$ cat config.mk
export PLATFORM = sky130hd
export DESIGN_NAME = fetch_stage
export DESIGN_NICKNAME = d
export VERILOG_FILES = /design/src/rtl/fetch_stage.sv
export SDC_FILE = /design/constraint.sdc
export NUM_CORES = 1
export LEC_CHECK = 0
export CORE_MARGIN = 2
export CORE_UTILIZATION = 47
export DETAILED_ROUTE_END_ITERATION = 10
export MAX_ROUTING_LAYER = met4
export PLACE_DENSITY_LB_ADDON = 0.25
export RECOVER_POWER = 25
export SYNTH_ARGS = -nofsm -noshare
export SYNTH_HDL_FRONTEND = slang
export SYNTH_SLANG_ARGS = --single-unit
$ cat constraint.sdc
create_clock -name clk -period 2.4 [get_ports clk]
set_clock_uncertainty 0.1 [all_clocks]
set_input_delay 0.48 -clock clk [delete_from_list [all_inputs] [get_ports clk]]
set_output_delay 0.48 -clock clk [all_outputs]
set_load 0.005 [all_outputs]
$ cat src/rtl/fetch_stage.sv
// fetch_stage: PC owner and single-outstanding imem fetcher feeding IF/ID; optional FETCH_PERF_EN counters
module fetch_stage #(
  parameter int ADDR_W = 16,
  parameter int INSTR_W = 16,
  parameter logic [ADDR_W-1:0] RESET_PC = 16'h0000,
  parameter int PC_INC = 2
) (
  input  logic               clk,
  input  logic               rst,
  input  logic               stall,
  input  logic               redirect,
  input  logic [ADDR_W-1:0]  redirect_pc,
  output logic               imem_req,
  output logic [ADDR_W-1:0]  imem_addr,
  input  logic               imem_ready,
  input  logic [INSTR_W-1:0] imem_rdata,
  output logic [ADDR_W-1:0]  pc_plus2_out,
  output logic [INSTR_W-1:0] instr_out,
  output logic               if_id_write,
  output logic               if_id_flush,
  output logic [31:0]        fetch_count,
  output logic [31:0]        stall_count
);
  typedef enum logic [1:0] {IDLE, FETCH, HOLD, DISCARD} state_t;
  state_t state, state_n;
  logic [ADDR_W-1:0] pc, pc_n, pend, pend_n, hold_pc, hold_pc_n, pc_inc, rpc;
  logic [INSTR_W-1:0] hold_ins, hold_ins_n;
  logic req, wr, flush;
  assign pc_inc = pc + ADDR_W'(PC_INC);
  assign rpc = redirect_pc & ~ADDR_W'(1);
  // state, PC, pending redirect target and hold buffer
  always_ff @(posedge clk) begin
    if (!rst) begin
      state <= IDLE;
      pc <= RESET_PC;
      pend <= '0;
      hold_pc <= '0;
      hold_ins <= '0;
    end else begin
      state <= state_n;
      pc <= pc_n;
      pend <= pend_n;
      hold_pc <= hold_pc_n;
      hold_ins <= hold_ins_n;
    end
  end
  // next-state and handshake decode; redirect outranks stall
  always_comb begin
    state_n = state;
    pc_n = pc;
    pend_n = pend;
    hold_pc_n = hold_pc;
    hold_ins_n = hold_ins;
    req = 1'b0;
    wr = 1'b0;
    flush = redirect && state != IDLE;
    case (state)
      IDLE: state_n = FETCH;
      FETCH: begin
        req = 1'b1;
        if (imem_ready) begin
          if (redirect) pc_n = rpc;
          else begin
            pc_n = pc_inc;
            if (stall) begin
              hold_pc_n = pc_inc;
              hold_ins_n = imem_rdata;
              state_n = HOLD;
            end else wr = 1'b1;
          end
        end else if (redirect) begin
          pend_n = rpc;
          state_n = DISCARD;
        end
      end
      HOLD: begin
        if (redirect) begin
          pc_n = rpc;
          state_n = FETCH;
        end else if (!stall) begin
          wr = 1'b1;
          state_n = FETCH;
        end
      end
      default: begin
        req = 1'b1;
        if (redirect) pend_n = rpc;
        if (imem_ready) begin
          pc_n = redirect ? rpc : pend;
          state_n = FETCH;
        end
      end
    endcase
  end
  assign imem_req = rst & req;
  assign imem_addr = rst ? pc : '0;
  assign if_id_write = rst & wr;
  assign if_id_flush = rst & flush;
  assign pc_plus2_out = !rst ? '0 : state == HOLD ? hold_pc : pc_inc;
  assign instr_out = !rst ? '0 : state == HOLD ? hold_ins : imem_rdata;
`ifdef FETCH_PERF_EN
  logic [31:0] fcnt, scnt;
  // saturating delivered-instruction and stalled-cycle counters
  always_ff @(posedge clk) begin
    if (!rst) begin
      fcnt <= '0;
      scnt <= '0;
    end else begin
      if (if_id_write && fcnt != '1) fcnt <= fcnt + 32'd1;
      if (stall && state != IDLE && scnt != '1) scnt <= scnt + 32'd1;
    end
  end
  assign fetch_count = rst ? fcnt : '0;
  assign stall_count = rst ? scnt : '0;
`else
  assign fetch_count = '0;
  assign stall_count = '0;
`endif
endmodule

==> results of run 1 <==
-- Yosys cell counts, types with 4 or more instances --
cell,instances,area (sq um)
clkbuf_8,4,55.1
nor3_1,23,115
nor2b_1,5,31.3
nand3_1,32,160
o211ai_1,9,67.6
ha_1,4,50.1
dfxtp_1,66,1320
and2_1,14,87.6
clkbuf_1,21,78.8
mux2i_1,29,290
a21oi_1,44,220
o2111ai_1,5,43.8
xnor2_1,6,52.6
nor2_1,50,188
nand2_1,75,282
inv_1,10,37.5
xor2_1,4,35.0
a21o_1,4,30.0
buf_2,10,50.1
o21ba_2,12,120
buf_4,66,495
a211oi_1,14,105
o21ai_0,20,100
-- routing by layer --
metal	wire, um	vias to the layer above
met1	6250	2365
li1	-	2277
met2	7600	254
met3	1060	46
met4	440	0
met5	0	-
-- through the flow --
step | util | setup WS, ns
2_1_floorplan | - | 0.296
3_3_place_gp | 0.623 | -0.273
3_5_place_dp | 0.623 | -0.275
4_1_cts | 0.701 | -0.173
5_1_grt | 0.714 | -0.218
6_report | 0.714 | -0.168
-- cells by family after synthesis --
| kind of cell | synth area share |
|---|---|
| compound gates | 0.209 |
| fa+ha+maj | 0.0110 |
| flops | 0.291 |
| other cells | 0.000825 |
| buf+inv | 0.166 |
| simple gates | 0.232 |
| mux | 0.0713 |
| xor+xnor | 0.0193 |
-- worst max-delay path: cells and delay by family, from the launching register on --
family                 cells  cell delay [ns]
flip-flops                 1             0.38
AND/OR/NAND/NOR            2             0.65
buffers and inverters      2             0.23
AO/OA/AOI/OAI              1             0.19
XOR/XNOR                   1             0.17
-- cell type report --
class	count	area [sq um]	area share
multi-input combinational	467	2990	0.449
timing repair buffer	207	1880	0.283
tap	129	161	0.0242
sequential	66	1340	0.201
clock inverter	7	118	0.0177
inverter	11	47.5	0.00714
clock buffer	9	124	0.0186
-- state kept, by name (all words and copies together) (netlist names) --
| signal | count |
|---|---|
| hold_pc | 16 |
| pc | 16 |
| hold_ins | 16 |
| pend | 16 |
| state | 2 |
-- timing repair --
item,CTS,global route
gates cloned,5,1
resized for setup,133,26
pin swaps,28,16
setup endpoints to repair,50,21
setup buffers,23,10
-- worst paths after layout --
kind	start	to	slack [ns]
worst max-delay path	pc[2]	pc_plus2_out[14]	-0.17
worst min-delay path	pend[12]	pend[12]	0.36
worst max register to register	state[0]	pc[10]	-0.09
worst min register to register	pend[12]	pend[12]	0.36
-- power by group through the flow --
stage          clock network, mW  logic [mW]  registers (mW)
2_1_floorplan                  0       0.635            1.23
3_3_place_gp                   0        1.01            1.23
3_5_place_dp                   0        1.03            1.23
4_1_cts                     1.19        1.12            1.21
5_1_grt                     1.25        1.27            1.22
6_report                    1.19        1.18            1.22
==> flow_summary.json, run 1 <==
{
  "cp.required_ns": 1.82,
  "max_freq_mhz": 389,
  "drive_gt1_frac": 0.292,
  "drt_iter0_markers": 303,
  "finalSetupViolations": 18,
  "worst_path_max_delay_cell": "or4_4",
  "holdPathStages": 2,
  "power_frac_seq": 0.339,
  "min_path_type": "reg -> reg",
  "synth_top_flop_cell": "dfxtp_1",
  "syn2layout_area_growth_pct": 46.6,
  "hold_slack_ns": 0.355,
  "drtAntennaViolNets": 0,
  "busiest_layer": "met2",
  "rsz0062_at_grt": "true",
  "p_comb_frac": 0.329,
  "synth_seq_area_share": 0.291,
  "post-place-cells": 842,
  "worstPathCellList": "buf_6, nand4_4, or4_4, xnor2_2, o21ba_2, buf_2",
  "final_cell_mix": "buf_4 (93), nand2_1 (75), conb_1 (64)",
  "n_fill_cell": 707,
  "clockRootBuffer": "clkbuf_8",
  "synth-async-reset-ratio": 0,
  "worst_ep_arrival_time_ns": 1.99,
  "yosys_warnings": 0,
  "numPortBuffers": 86,
  "synth_edf_count": 0,
  "crit_type": "reg -> out",
  "drc": 0,
  "clockPowerShare": 0.332,
  "slowest_delay_ns": 0.58,
  "final_cells": 896,
  "syn_avg_cell_area_sq_um": 7.74,
  "yosys.cell_types.count": 60,
  "fin_nets": 803,
  "ir_worst_vdd_mv": 0.310,
  "min_period_ns": 2.57,
  "startpoint_type": "flip-flop",
  "pin_count": 152,
  "use_met3": 0.0520,
  "grt_util_met2": 0.485,
  "worstSkewPairLatency_ns": 0.36,
  "gr-usage-all-layers": 0.297,
  "drv_cap": 0,
  "path_max_fanout": 2,
  "r2r_cells": 9,
  "num_vias": 4942,
  "layout_commonest_cell": "buf_4",
  "numClockSinks": 66,
  "min_period_over_period": 1.07,
  "hold_viol": 0,
  "diodes": 0,
  "vias_per_cell": 5.52,
  "cts-htree-levels": 3,
  "synth.ff_latch_count": 66,
  "dieHeight_um": 102,
  "status": "finished, violations left",
  "p_int_mw": 2.42,
  "start_util": 0.487,
  "synthesis.area_sq_um": 4540,
  "cts.clk_slew.worst_paths_ns": 0.09,
  "p_per_area_nw_per_um2": 538,
  "antenna_found_initial": 0,
  "rows": 35,
  "end_kind": "primary output",
  "grt_max_degree": 32,
  "wl_per_cell_um": 17.1,
  "grt_pass1_wl_mm": 23.5,
  "final_area_sq_um": 6660,
  "hpwlAfterDp_mm": 9.61,
  "fp.dieW_um": 102,
  "tns_ns": -1.11,
  "placed_cell_area_sq_um": 5810,
  "netSwitchingFraction": 0.326,
  "grt_pass1_vias": 4682,
  "gp_congestion": 0.928,
  "cts_buffers": 9,
  "cts_buffer_depth": 2,
  "synth_cells": 587,
  "setup_slack_ns": -0.168,
  "core-area_sq_um": 9330,
  "holdBufCountCts": 0,
  "power_mw": 3.59,
  "slew_violations": 0,
  "dieArea_sq_um": 10500,
  "cts_tree": "built",
  "grt_overflow": 0,
  "leakagePower_nw": 2.85,
  "met1_usage": 0.361,
  "violations": "setup timing",
  "wl_mm": 15.3,
  "power.switching_mw": 1.17,
  "firstDrtPassIters": 6
}
No activity file was read; power rests on OpenSTA's default activity.
==> run 2, diff against run 1 <==
- GPL_ROUTABILITY_DRIVEN: default -> 0
==> flow_summary.json, run 2 (same netlist as run 1, synthesis figures left out) <==
{
  "layout_commonest_cell": "buf_4",
  "drv_cap": 0,
  "crit_type": "reg -> out",
  "worstSkewPairLatency_ns": 0.36,
  "ir_worst_vdd_mv": 0.421,
  "slowest_delay_ns": 0.59,
  "grt_max_degree": 33,
  "core-area_sq_um": 9330,
  "vias_per_cell": 5.77,
  "rsz0062_at_grt": "true",
  "clockRootBuffer": "clkbuf_8",
  "final_cell_mix": "buf_4 (88), nand2_1 (75), conb_1 (64)",
  "cp.required_ns": 1.82,
  "grt_overflow": 0,
  "drc": 0,
  "num_vias": 5170,
  "drt_iter0_markers": 474,
  "utilization": 0.718,
  "path_max_fanout": 4,
  "holdPathStages": 2,
  "fp.dieW_um": 102,
  "setup_slack_ns": -0.200,
  "power.switching_mw": 1.18,
  "leakagePower_nw": 2.85,
  "drive_gt1_frac": 0.289,
  "cts.clk_slew.worst_paths_ns": 0.08,
  "seq_area_sq_um": 1340,
  "worst_path_max_delay_cell": "or4_4",
  "min_path_type": "reg -> reg",
  "pin_count": 152,
  "multi_input_area_sq_um": 2940,
  "reg2reg_slack_ns": -0.02,
  "tns_ns": -1.22,
  "pre_cts_ws_ns": -0.271,
  "finalSetupViolations": 31,
  "hold_viol": 0,
  "rows": 35,
  "hp-start": "hold_ins[15]",
  "p_comb_frac": 0.324,
  "dieHeight_um": 102,
  "fin_nets": 803,
  "violations": "setup timing",
  "gr-usage-all-layers": 0.314,
  "cts_buffer_depth": 2,
  "cts_buffers": 9,
  "hold_end": "hold_ins[15]",
  "p_per_area_nw_per_um2": 555,
  "wl_per_cell_um": 18.6,
  "hpwlAfterDp_mm": 9.79,
  "p_int_mw": 2.53,
  "end_kind": "primary output",
  "wl_mm": 16.6,
  "syn2layout_area_growth_pct": 47.3,
  "numPortBuffers": 86,
  "worst_ep_arrival_time_ns": 2.02,
  "startpoint_type": "flip-flop",
  "r2r_start": "state[0]",
  "holdBufCountCts": 0,
  "diodes": 0,
  "r2r_cells": 7,
  "min_period_over_period": 1.08,
  "n_fill_cell": 697,
  "grt_pass1_vias": 4858,
  "max_freq_mhz": 385,
  "status": "finished, violations left",
  "min_period_ns": 2.60,
  "antenna_found_initial": 0,
  "dieArea_sq_um": 10500,
  "grt_pass1_wl_mm": 24.6,
  "cts-htree-levels": 3,
  "worstPathCellList": "buf_6, nand4_4, or4_4, xnor2_2, o21ba_2, buf_2",
  "clockPowerShare": 0.347,
  "power_frac_seq": 0.329,
  "start_util": 0.487,
  "power_mw": 3.71,
  "netSwitchingFraction": 0.318,
  "firstDrtPassIters": 5,
  "drtAntennaViolNets": 0,
  "reg2reg_to": "pc[12]",
  "cts_tree": "built",
  "slew_violations": 0,
  "numClockSinks": 66
}
## run 2: critical path, delay by kind of cell, from the launching register on
| family | cells | cell delay (ns) |
|---|---|---|
| and+or+nand+nor | 2 | 0.70 |
| AOI/OAI and AO/OA | 1 | 0.20 |
| xor gates and xnor gates | 1 | 0.16 |
| DFF | 1 | 0.38 |
| buffers and inverters | 2 | 0.22 |
## run 2: power groups by stage
stage | Sequential, mW | Clock, mW | Combinational [mW]
3_3_place_gp | 1.23 | 0 | 1.01
5_1_grt | 1.23 | 1.34 | 1.28
2_1_floorplan | 1.23 | 0 | 0.635
4_1_cts | 1.22 | 1.28 | 1.14
6_report | 1.22 | 1.29 | 1.20
3_5_place_dp | 1.23 | 0 | 1.03
## run 2: repair_timing
item,in CTS,in global routing
setup endpoints to repair,49,24
setup buffers,23,11
pin swaps,20,20
gates cloned,4,0
gates resized for setup,129,42
## run 2: layout make-up
class	instances	area share
multi-input cells	467	0.440
repair buffers	207	0.290
flip-flops and latches	66	0.200
well taps	129	0.0241
clock inverters	6	0.0206
clock buffers	10	0.0191
inverters	11	0.00617
## run 2: layer usage
| metal | wire length (um) | global-route usage | vias up |
|---|---|---|---|
| met5 | 0 | - | - |
| met4 | 874 | 0.167 | 0 |
| met3 | 1350 | 0.0451 | 90 |
| met2 | 8060 | 0.514 | 354 |
| met1 | 6350 | 0.372 | 2451 |
| li1 | - | - | 2275 |
## run 2: how the worst max path moves through the flow
stage	start	endpoint	slack, ns	cells past startpoint
floorplan	state[0]	pc_plus2_out[4]	0.30	7
global placement	rst	pc_plus2_out[4]	-0.25	5
detailed placement	pc[2]	pc_plus2_out[11]	-0.27	8
CTS	pc[2]	pc_plus2_out[14]	-0.15	6
global route	pc[1]	pc_plus2_out[14]	-0.23	6
finish	pc[1]	pc_plus2_out[14]	-0.20	6
## run 2: per-stage QoR
| step | hold WS [ns] | std cells | instance area (sq um) |
|---|---|---|---|
| floorplan | 0.332 | 650 | 4780 |
| global placement | 0.337 | 844 | 5830 |
| detailed placement | 0.347 | 844 | 5830 |
| CTS | 0.356 | 886 | 6620 |
| global route | 0.374 | 896 | 6700 |
| finish | 0.357 | 896 | 6700 |
